===== config.mk =====
export PLATFORM = sky130hd
export DESIGN_NAME = icache_fetch_unit_flat
export DESIGN_NICKNAME = d
export VERILOG_FILES = /design/src/rtl/icache_pkg.sv /design/src/rtl/icache_fetch_unit_if.sv /design/src/rtl/icache_line_store.sv /design/src/rtl/icache_fetch_unit.sv /design/src/flat_wrapper.sv
export SDC_FILE = /design/constraint.sdc
export NUM_CORES = 1
export LEC_CHECK = 0
export CELL_PAD_IN_SITES_DETAIL_PLACEMENT = 1
export CELL_PAD_IN_SITES_GLOBAL_PLACEMENT = 1
export CORE_UTILIZATION = 45
export DETAILED_ROUTE_END_ITERATION = 16
export PLACE_DENSITY = 0.72
export SYNTH_ARGS = -nofsm -noshare
export SYNTH_HDL_FRONTEND = slang
export SYNTH_SLANG_ARGS = --single-unit

===== constraint.sdc =====
create_clock -name clk_in -period 8.89 [get_ports clk_in]
set_clock_uncertainty 0.1 [all_clocks]
set_input_delay 1.778 -clock clk_in [delete_from_list [all_inputs] [get_ports clk_in]]
set_output_delay 1.778 -clock clk_in [all_outputs]
set_load 0.1 [all_outputs]

===== src/rtl/icache_pkg.sv =====
// Shared geometry, FSM encoding and address-slicing helpers for the direct-mapped icache.
// The prefetch states exist only when ICACHE_PREFETCH_EN is defined.
package icache_pkg;

    localparam int INDEX_BITS = 4;
    localparam int ADDR_WIDTH = 32;
    localparam int TAG_BITS   = ADDR_WIDTH - INDEX_BITS - 2;
    localparam int LINES      = 1 << INDEX_BITS;

    typedef enum logic [2:0] {
        S_IDLE    = 3'd0,
        S_LOOKUP  = 3'd1,
        S_REQ     = 3'd2,
        S_WAIT    = 3'd3,
        S_RESP    = 3'd4
`ifdef ICACHE_PREFETCH_EN
        ,
        S_PF_REQ  = 3'd5,
        S_PF_WAIT = 3'd6
`endif
    } state_t;

    function automatic logic [INDEX_BITS-1:0] get_index(input logic [ADDR_WIDTH-1:0] addr);
        return addr[INDEX_BITS+1:2];
    endfunction

    function automatic logic [TAG_BITS-1:0] get_tag(input logic [ADDR_WIDTH-1:0] addr);
        return addr[ADDR_WIDTH-1:INDEX_BITS+2];
    endfunction

    function automatic logic [ADDR_WIDTH-1:0] word_align(input logic [ADDR_WIDTH-1:0] addr);
        return {addr[ADDR_WIDTH-1:2], 2'b00};
    endfunction

endpackage


===== src/rtl/icache_fetch_unit_if.sv =====
// Fetch-side and memory-controller-side signals of the icache; slave = cache, master = environment.
// Handshakes: fetch_valid_in is a level held with a stable PC until the one-cycle inst_ready_out
// pulse; icache_in is a level held with a stable address until the one-cycle icache_received pulse.
interface icache_fetch_unit_if;
    import icache_pkg::*;

    logic                  fetch_valid_in;
    logic [ADDR_WIDTH-1:0] fetch_pc_in;
    logic                  inst_ready_out;
    logic [31:0]           inst_out;
    logic [ADDR_WIDTH-1:0] inst_pc_out;
    logic                  icache_in;
    logic [ADDR_WIDTH-1:0] icache_address_in;
    logic                  icache_received;
    logic                  icache_task_out;
    logic [31:0]           value_load;

    modport slave (
        input  fetch_valid_in, fetch_pc_in, icache_received, icache_task_out, value_load,
        output inst_ready_out, inst_out, inst_pc_out, icache_in, icache_address_in
    );

    modport master (
        output fetch_valid_in, fetch_pc_in, icache_received, icache_task_out, value_load,
        input  inst_ready_out, inst_out, inst_pc_out, icache_in, icache_address_in
    );

endinterface


===== src/rtl/icache_line_store.sv =====
// Data, tag and valid arrays: one synchronous write port, one combinational read port with hit.
module icache_line_store
    import icache_pkg::*;
(
    input  logic                  clk_in,
    input  logic                  rst_in,
    input  logic                  we,
    input  logic [INDEX_BITS-1:0] w_index,
    input  logic [TAG_BITS-1:0]   w_tag,
    input  logic [31:0]           w_data,
    input  logic [INDEX_BITS-1:0] r_index,
    input  logic [TAG_BITS-1:0]   r_tag,
    output logic [31:0]           r_data,
    output logic                  hit
);

    logic [31:0]         data_mem [LINES];
    logic [TAG_BITS-1:0] tag_mem  [LINES];
    logic [LINES-1:0]    valid;

    always_ff @(posedge clk_in) begin
        if (!rst_in) begin
            valid <= '0;
        end else if (we) begin
            valid[w_index] <= 1'b1;
        end
    end

    // Payload arrays carry no reset; valid alone decides whether a line is usable.
    always_ff @(posedge clk_in) begin
        if (we) begin
            data_mem[w_index] <= w_data;
            tag_mem[w_index]  <= w_tag;
        end
    end

    assign r_data = data_mem[r_index];
    assign hit    = valid[r_index] && (tag_mem[r_index] == r_tag);

endmodule


===== src/rtl/icache_fetch_unit.sv =====
// Direct-mapped instruction cache: fetch FSM, refill handshake and refill-data forwarding.
// Optional next-line prefetch after a demand miss is enabled by ICACHE_PREFETCH_EN.
module icache_fetch_unit
    import icache_pkg::*;
(
    input  logic               clk_in,
    input  logic               rst_in,
    input  logic               rdy_in,
    input  logic               clear_in,
    icache_fetch_unit_if.slave bus,
    output logic [2:0]         dbg_state
);

    state_t                state_q, state_d;
    logic [ADDR_WIDTH-1:0] pc_q, pc_d;
    logic [ADDR_WIDTH-1:0] addr_q, addr_d;
    logic [ADDR_WIDTH-1:0] inst_pc_q, inst_pc_d;
    logic [ADDR_WIDTH-1:0] lookup_addr;
    logic [31:0]           inst_q, inst_d;
    logic [31:0]           rd_data;
    logic                  cancel_q, cancel_d;
    logic                  hit;
    logic                  we;
`ifdef ICACHE_PREFETCH_EN
    logic                  miss_q, miss_d;

    // During RESP the read port probes the next line so the prefetch decision costs no cycle.
    assign lookup_addr = (state_q == S_RESP) ? word_align(pc_q + 32'd4) : pc_q;
`else
    assign lookup_addr = pc_q;
`endif

    icache_line_store u_store (
        .clk_in  (clk_in),
        .rst_in  (rst_in),
        .we      (we && rdy_in && rst_in),
        .w_index (get_index(addr_q)),
        .w_tag   (get_tag(addr_q)),
        .w_data  (bus.value_load),
        .r_index (get_index(lookup_addr)),
        .r_tag   (get_tag(lookup_addr)),
        .r_data  (rd_data),
        .hit     (hit)
    );

    always_comb begin
        state_d   = state_q;
        pc_d      = pc_q;
        addr_d    = addr_q;
        inst_d    = inst_q;
        inst_pc_d = inst_pc_q;
        cancel_d  = cancel_q;
        we        = 1'b0;
`ifdef ICACHE_PREFETCH_EN
        miss_d    = miss_q;
`endif
        case (state_q)
            S_IDLE: begin
                if (bus.fetch_valid_in && !clear_in) begin
                    pc_d     = bus.fetch_pc_in;
                    cancel_d = 1'b0;
                    state_d  = S_LOOKUP;
                end
            end
            S_LOOKUP: begin
                if (hit) begin
                    inst_d    = rd_data;
                    inst_pc_d = pc_q;
`ifdef ICACHE_PREFETCH_EN
                    miss_d    = 1'b0;
`endif
                    state_d   = clear_in ? S_IDLE : S_RESP;
                end else begin
                    addr_d   = word_align(pc_q);
                    cancel_d = clear_in;
                    state_d  = S_REQ;
                end
            end
            S_REQ: begin
                if (clear_in) cancel_d = 1'b1;
                if (bus.icache_received) state_d = S_WAIT;
            end
            S_WAIT: begin
                if (clear_in) cancel_d = 1'b1;
                if (bus.icache_task_out) begin
                    we = 1'b1;
                    // A flushed fetch still fills the line but never reaches IF.
                    if (clear_in || cancel_q) begin
                        state_d = S_IDLE;
                    end else begin
                        inst_d    = bus.value_load;
                        inst_pc_d = pc_q;
`ifdef ICACHE_PREFETCH_EN
                        miss_d    = 1'b1;
`endif
                        state_d   = S_RESP;
                    end
                end
            end
            S_RESP: begin
                state_d = S_IDLE;
`ifdef ICACHE_PREFETCH_EN
                if (miss_q && !hit) begin
                    addr_d  = lookup_addr;
                    state_d = S_PF_REQ;
                end
`endif
            end
`ifdef ICACHE_PREFETCH_EN
            S_PF_REQ: begin
                if (bus.icache_received) state_d = S_PF_WAIT;
            end
            S_PF_WAIT: begin
                if (bus.icache_task_out) begin
                    we      = 1'b1;
                    state_d = S_IDLE;
                    if (bus.fetch_valid_in && !clear_in &&
                        word_align(bus.fetch_pc_in) == addr_q) begin
                        pc_d      = bus.fetch_pc_in;
                        inst_d    = bus.value_load;
                        inst_pc_d = bus.fetch_pc_in;
                        cancel_d  = 1'b0;
                        miss_d    = 1'b0;
                        state_d   = S_RESP;
                    end
                end
            end
`endif
            default: state_d = S_IDLE;
        endcase
    end

    always_ff @(posedge clk_in) begin
        if (!rst_in) begin
            state_q   <= S_IDLE;
            pc_q      <= '0;
            addr_q    <= '0;
            inst_q    <= '0;
            inst_pc_q <= '0;
            cancel_q  <= 1'b0;
`ifdef ICACHE_PREFETCH_EN
            miss_q    <= 1'b0;
`endif
        end else if (rdy_in) begin
            state_q   <= state_d;
            pc_q      <= pc_d;
            addr_q    <= addr_d;
            inst_q    <= inst_d;
            inst_pc_q <= inst_pc_d;
            cancel_q  <= cancel_d;
`ifdef ICACHE_PREFETCH_EN
            miss_q    <= miss_d;
`endif
        end
    end

`ifdef ICACHE_PREFETCH_EN
    assign bus.icache_in = (state_q == S_REQ) || (state_q == S_PF_REQ);
`else
    assign bus.icache_in = (state_q == S_REQ);
`endif
    assign bus.icache_address_in = addr_q;
    assign bus.inst_ready_out    = (state_q == S_RESP) && !clear_in;
    assign bus.inst_out          = inst_q;
    assign bus.inst_pc_out       = inst_pc_q;
    assign dbg_state             = state_q;

endmodule


===== src/flat_wrapper.sv =====
// flat-port wrapper written by rule: the top's interface ports become plain ports
module icache_fetch_unit_flat import icache_pkg::*;
  (clk_in, rst_in, rdy_in, clear_in, dbg_state, bus_fetch_valid_in, bus_fetch_pc_in, bus_icache_received, bus_icache_task_out, bus_value_load, bus_inst_ready_out, bus_inst_out, bus_inst_pc_out, bus_icache_in, bus_icache_address_in);
  icache_fetch_unit_if bus_i ();
  input  logic clk_in;
  input  logic rst_in;
  input  logic rdy_in;
  input  logic clear_in;
  output logic [2:0] dbg_state;
  input wire logic [$bits(bus_i.fetch_valid_in)-1:0] bus_fetch_valid_in;
  input wire logic [$bits(bus_i.fetch_pc_in)-1:0] bus_fetch_pc_in;
  input wire logic [$bits(bus_i.icache_received)-1:0] bus_icache_received;
  input wire logic [$bits(bus_i.icache_task_out)-1:0] bus_icache_task_out;
  input wire logic [$bits(bus_i.value_load)-1:0] bus_value_load;
  output wire logic [$bits(bus_i.inst_ready_out)-1:0] bus_inst_ready_out;
  output wire logic [$bits(bus_i.inst_out)-1:0] bus_inst_out;
  output wire logic [$bits(bus_i.inst_pc_out)-1:0] bus_inst_pc_out;
  output wire logic [$bits(bus_i.icache_in)-1:0] bus_icache_in;
  output wire logic [$bits(bus_i.icache_address_in)-1:0] bus_icache_address_in;
  assign bus_i.fetch_valid_in = bus_fetch_valid_in;
  assign bus_i.fetch_pc_in = bus_fetch_pc_in;
  assign bus_i.icache_received = bus_icache_received;
  assign bus_i.icache_task_out = bus_icache_task_out;
  assign bus_i.value_load = bus_value_load;
  assign bus_inst_ready_out = bus_i.inst_ready_out;
  assign bus_inst_out = bus_i.inst_out;
  assign bus_inst_pc_out = bus_i.inst_pc_out;
  assign bus_icache_in = bus_i.icache_in;
  assign bus_icache_address_in = bus_i.icache_address_in;
  icache_fetch_unit u_core (.clk_in(clk_in), .rst_in(rst_in), .rdy_in(rdy_in), .clear_in(clear_in), .bus(bus_i), .dbg_state(dbg_state));
endmodule

==> results by group <==
STA
  • Final Cycle Share: 64.2%
  • Final slew viol count: 0
  • Min Tclk post-route: 5.71 ns
  • Setup violators final: 0
  • Max Clk Rate: 175 MHz
  • Final hold vios: 0
  • Final setup margin: 3.18 ns
  • Worst-Margin Slew: 1.27 ns
  • Max_slew headroom: 15.2%
  • RSZ-0062 raised after global routing: no
  • Setup TNS: 0 ns

Finish
  • Layout cells sized above 1: 22.0%
  • Final Util: 52.6%
  • Fin nets: 2,525
  • Synth-to-Final Area Change: 15.4%

CTS
  • Root buf cell: clkbuf_16
  • Worst-skew pair later-pin latency: 0.68 ns
  • Post-CTS sizing: 0
  • Clock Tree Buf Depth: 3
  • H-tree depth: 3
  • CTS Sinks: 1,078
  • CTS buffer count: 107
  • CTS tree: yes
  • Clk slew on worst S/H paths: 0.06 ns
  • Post-CTS setup buffers: 0
  • Hold_buf cts: 0

Worst setup path
  • Critical path data required time: 7.01 ns
  • FF-to-FF path depth: 10
  • Critical Setup Path Class: in -> out
  • Critical-path cell list: clkdlybuf4s50_1 -> nor4b_1 -> clkdlybuf4s50_1
  • Most frequent CP cell: clkdlybuf4s50_1
  • R2R Setup Slk: 3.26 ns
  • Type of destination of the critical path: output port
  • Max FO, Critical Path: 6
  • Reg2reg end: u_core.bus.icache_address_in[31]
  • Worst Setup Start Kind: input port
  • Crit path largest cell delay: 1.20 ns
  • Crit path DAT: 3.83 ns
  • CP max-delay cell: clkdlybuf4s50_1

GRT
  • Vias in the first global route: 24.5k
  • Total Routing Usage GR: 23.6%
  • Pin count of the biggest net entering global routing: 113
  • Congestion Overflow GR: 0
  • Global-route wire length before repair: 165,000 um
  • Initial antenna violation count: 6

Detailed routing
  • Met2 routed WL: 56,800 um
  • Routed vias/inst: 6.12
  • Initial DRT Pass Iterations: 6
  • Final ANT Viol Nets: 0
  • Final WL: 113,000 um
  • Via count: 23.3k
  • Top sig layer: met5
  • Routed met3 length: 7020 um
  • DR DRC count: 0
  • First-iteration detailed-routing DRC count: 2,243
  • Routed length per placed instance: 29.8 um
  • Met1 wire length: 47,000 um

Placement
  • Pre-CTS WS: 3.17 ns
  • HPWL Detailed: 64,000 um
  • I/O Buffers: 169
  • Placer Congestion: 0.783

Synth
  • Top cell type's share of synthesized area: 65.1%
  • Largest cells by area after synthesis: edfxtp_1, mux4_2, dfxtp_1, mux2i_1, nand2_1
  • Cell variety after synth: 61
  • Asr flop ratio synth: 0%
  • Top-count cell post-synth: edfxtp_1
  • Avg Cell Area, Syn: 18.7 um2
  • Synth top cells by count: edfxtp_1, mux4_2, nand2_1, dfxtp_1, clkbuf_1
  • Sequential share of the synthesized area: 72.2%
  • Seq cells post-synth: 1,078
  • Cell Area, Synth: 42,800 um2
  • Synth Warn #: 0
  • Number of flops mapped to enable cells by yosys: 928
  • Ys flop type: edfxtp_1
  • Post-Syn Instances: 2,292
  • Cell accounting for the most synthesized area: edfxtp_1

Floorplan
  • Core Region: 93,700 um2
  • Die area: 96,300 um2
  • Initial cell density of the core: 45.6%
  • I/O Pins: 172
  • Die Ht: 310 um
  • Die X: 310 um
  • Row Count: 112

Worst hold path
  • Hold Crit Class: reg -> reg
  • Hold Path End: u_core.u_store.valid[7]
  • Hold_sp: u_core.u_store.valid[7]
  • WHS Path Cells: 1

Power and ir drop
  • Leak: 16.1 nW
  • Max rail drop VDD: 194 uV
  • Power Density: 210 nW/um2

Run status
  • Status: finished, final reports clean

Job
  • Max Cap Violations: 0
## where the power goes
part	switching (mW)	total [mW]	internal (mW)
Combinational	0.242	0.399	0.157
Clock	1.94	4.47	2.54
Sequential	0.0299	5.50	5.47
## registers in the layout, summed over array words and instances, names as in the netlist, named ones only
signal and flops:
u_core.u_store.data_mem 512, u_core.u_store.tag_mem 416, u_core.bus.inst_out 32, u_core.bus.inst_pc_out 32, u_core.lookup_addr 32, u_core.bus.icache_address_in 30, u_core.u_store.valid 16, u_core.dbg_state 3
u_core.cancel_q 1
## stage by stage
| stage | instance area [um2] | std cells | power, mW | hold WS [ns] |
|---|---|---|---|---|
| detailed placement | 45800 | 3599 | 6.00 | 0.356 |
| finish | 49400 | 3801 | 10.4 | 0.368 |
| CTS | 49400 | 3800 | 10.4 | 0.373 |
| global placement | 45800 | 3599 | 5.99 | 0.345 |
| global route | 49400 | 3801 | 10.6 | 0.384 |
| floorplan | 42800 | 2293 | 5.84 | 0.335 |
## worst max path at each step
| stage | cells after the start | end | start |
|---|---|---|---|
| 3_5_place_dp | 3 | bus_inst_ready_out | clear_in |
| 4_1_cts | 3 | bus_inst_ready_out | clear_in |
| 6_report | 3 | bus_inst_ready_out | clear_in |
| 2_1_floorplan | 3 | u_core.u_store.data_mem[0][0] | rst_in |
| 5_1_grt | 10 | u_core.bus.icache_address_in[31] | register |
| 3_3_place_gp | 3 | bus_inst_ready_out | clear_in |
## final cells by class
type                    instances  area [um2]
multi-input cells            1039       11200
well taps                    1254        1570
flip-flops and latches       1078       30900
repair buffers                222        2130
fillers                      8441       44400
inverters                       6        23.8
clock buffers                 137        2960
diodes                          1        2.50
clock inverters                64         553
## worst max-delay path: cells and delay by family
family        cells  cell delay [ns]
simple gates      1             0.35
buf+inv           2             1.70
## logic make-up (layout without fill, tap and decap cells)
family                    count (synthesis)  count (layout)  synth area share [%]
xor gates and xnor gates                 27              27                 0.553
buffers and inverters                   176             429                  1.89
and+or+nand+nor                         369             369                  4.31
DFF                                    1078            1078                  72.2
muxes                                   379             379                  16.2
AOI/OAI and AO/OA                       262             262                  4.92
other                                     1               3               0.00877
## per-layer routing
layer | track usage (%) | up-vias
li1 | - | 9766
met5 | 0 | -
met3 | 3.91 | 152
met1 | 32.0 | 12500
met4 | 5.72 | 8
met2 | 40.0 | 840
## placed cells by master, fill, tap and decap left out, drive strengths merged, types with 42 or more instances in the layout
cell type,instances
clkbuf,138
clkinv,54
edfxtp,928
clkdlybuf4s50,168
dfxtp,150
nand2,172
mux2,42
nand4,69
mux4,245
mux2i,92
buf,53
(Power assumes the default switching activity.)
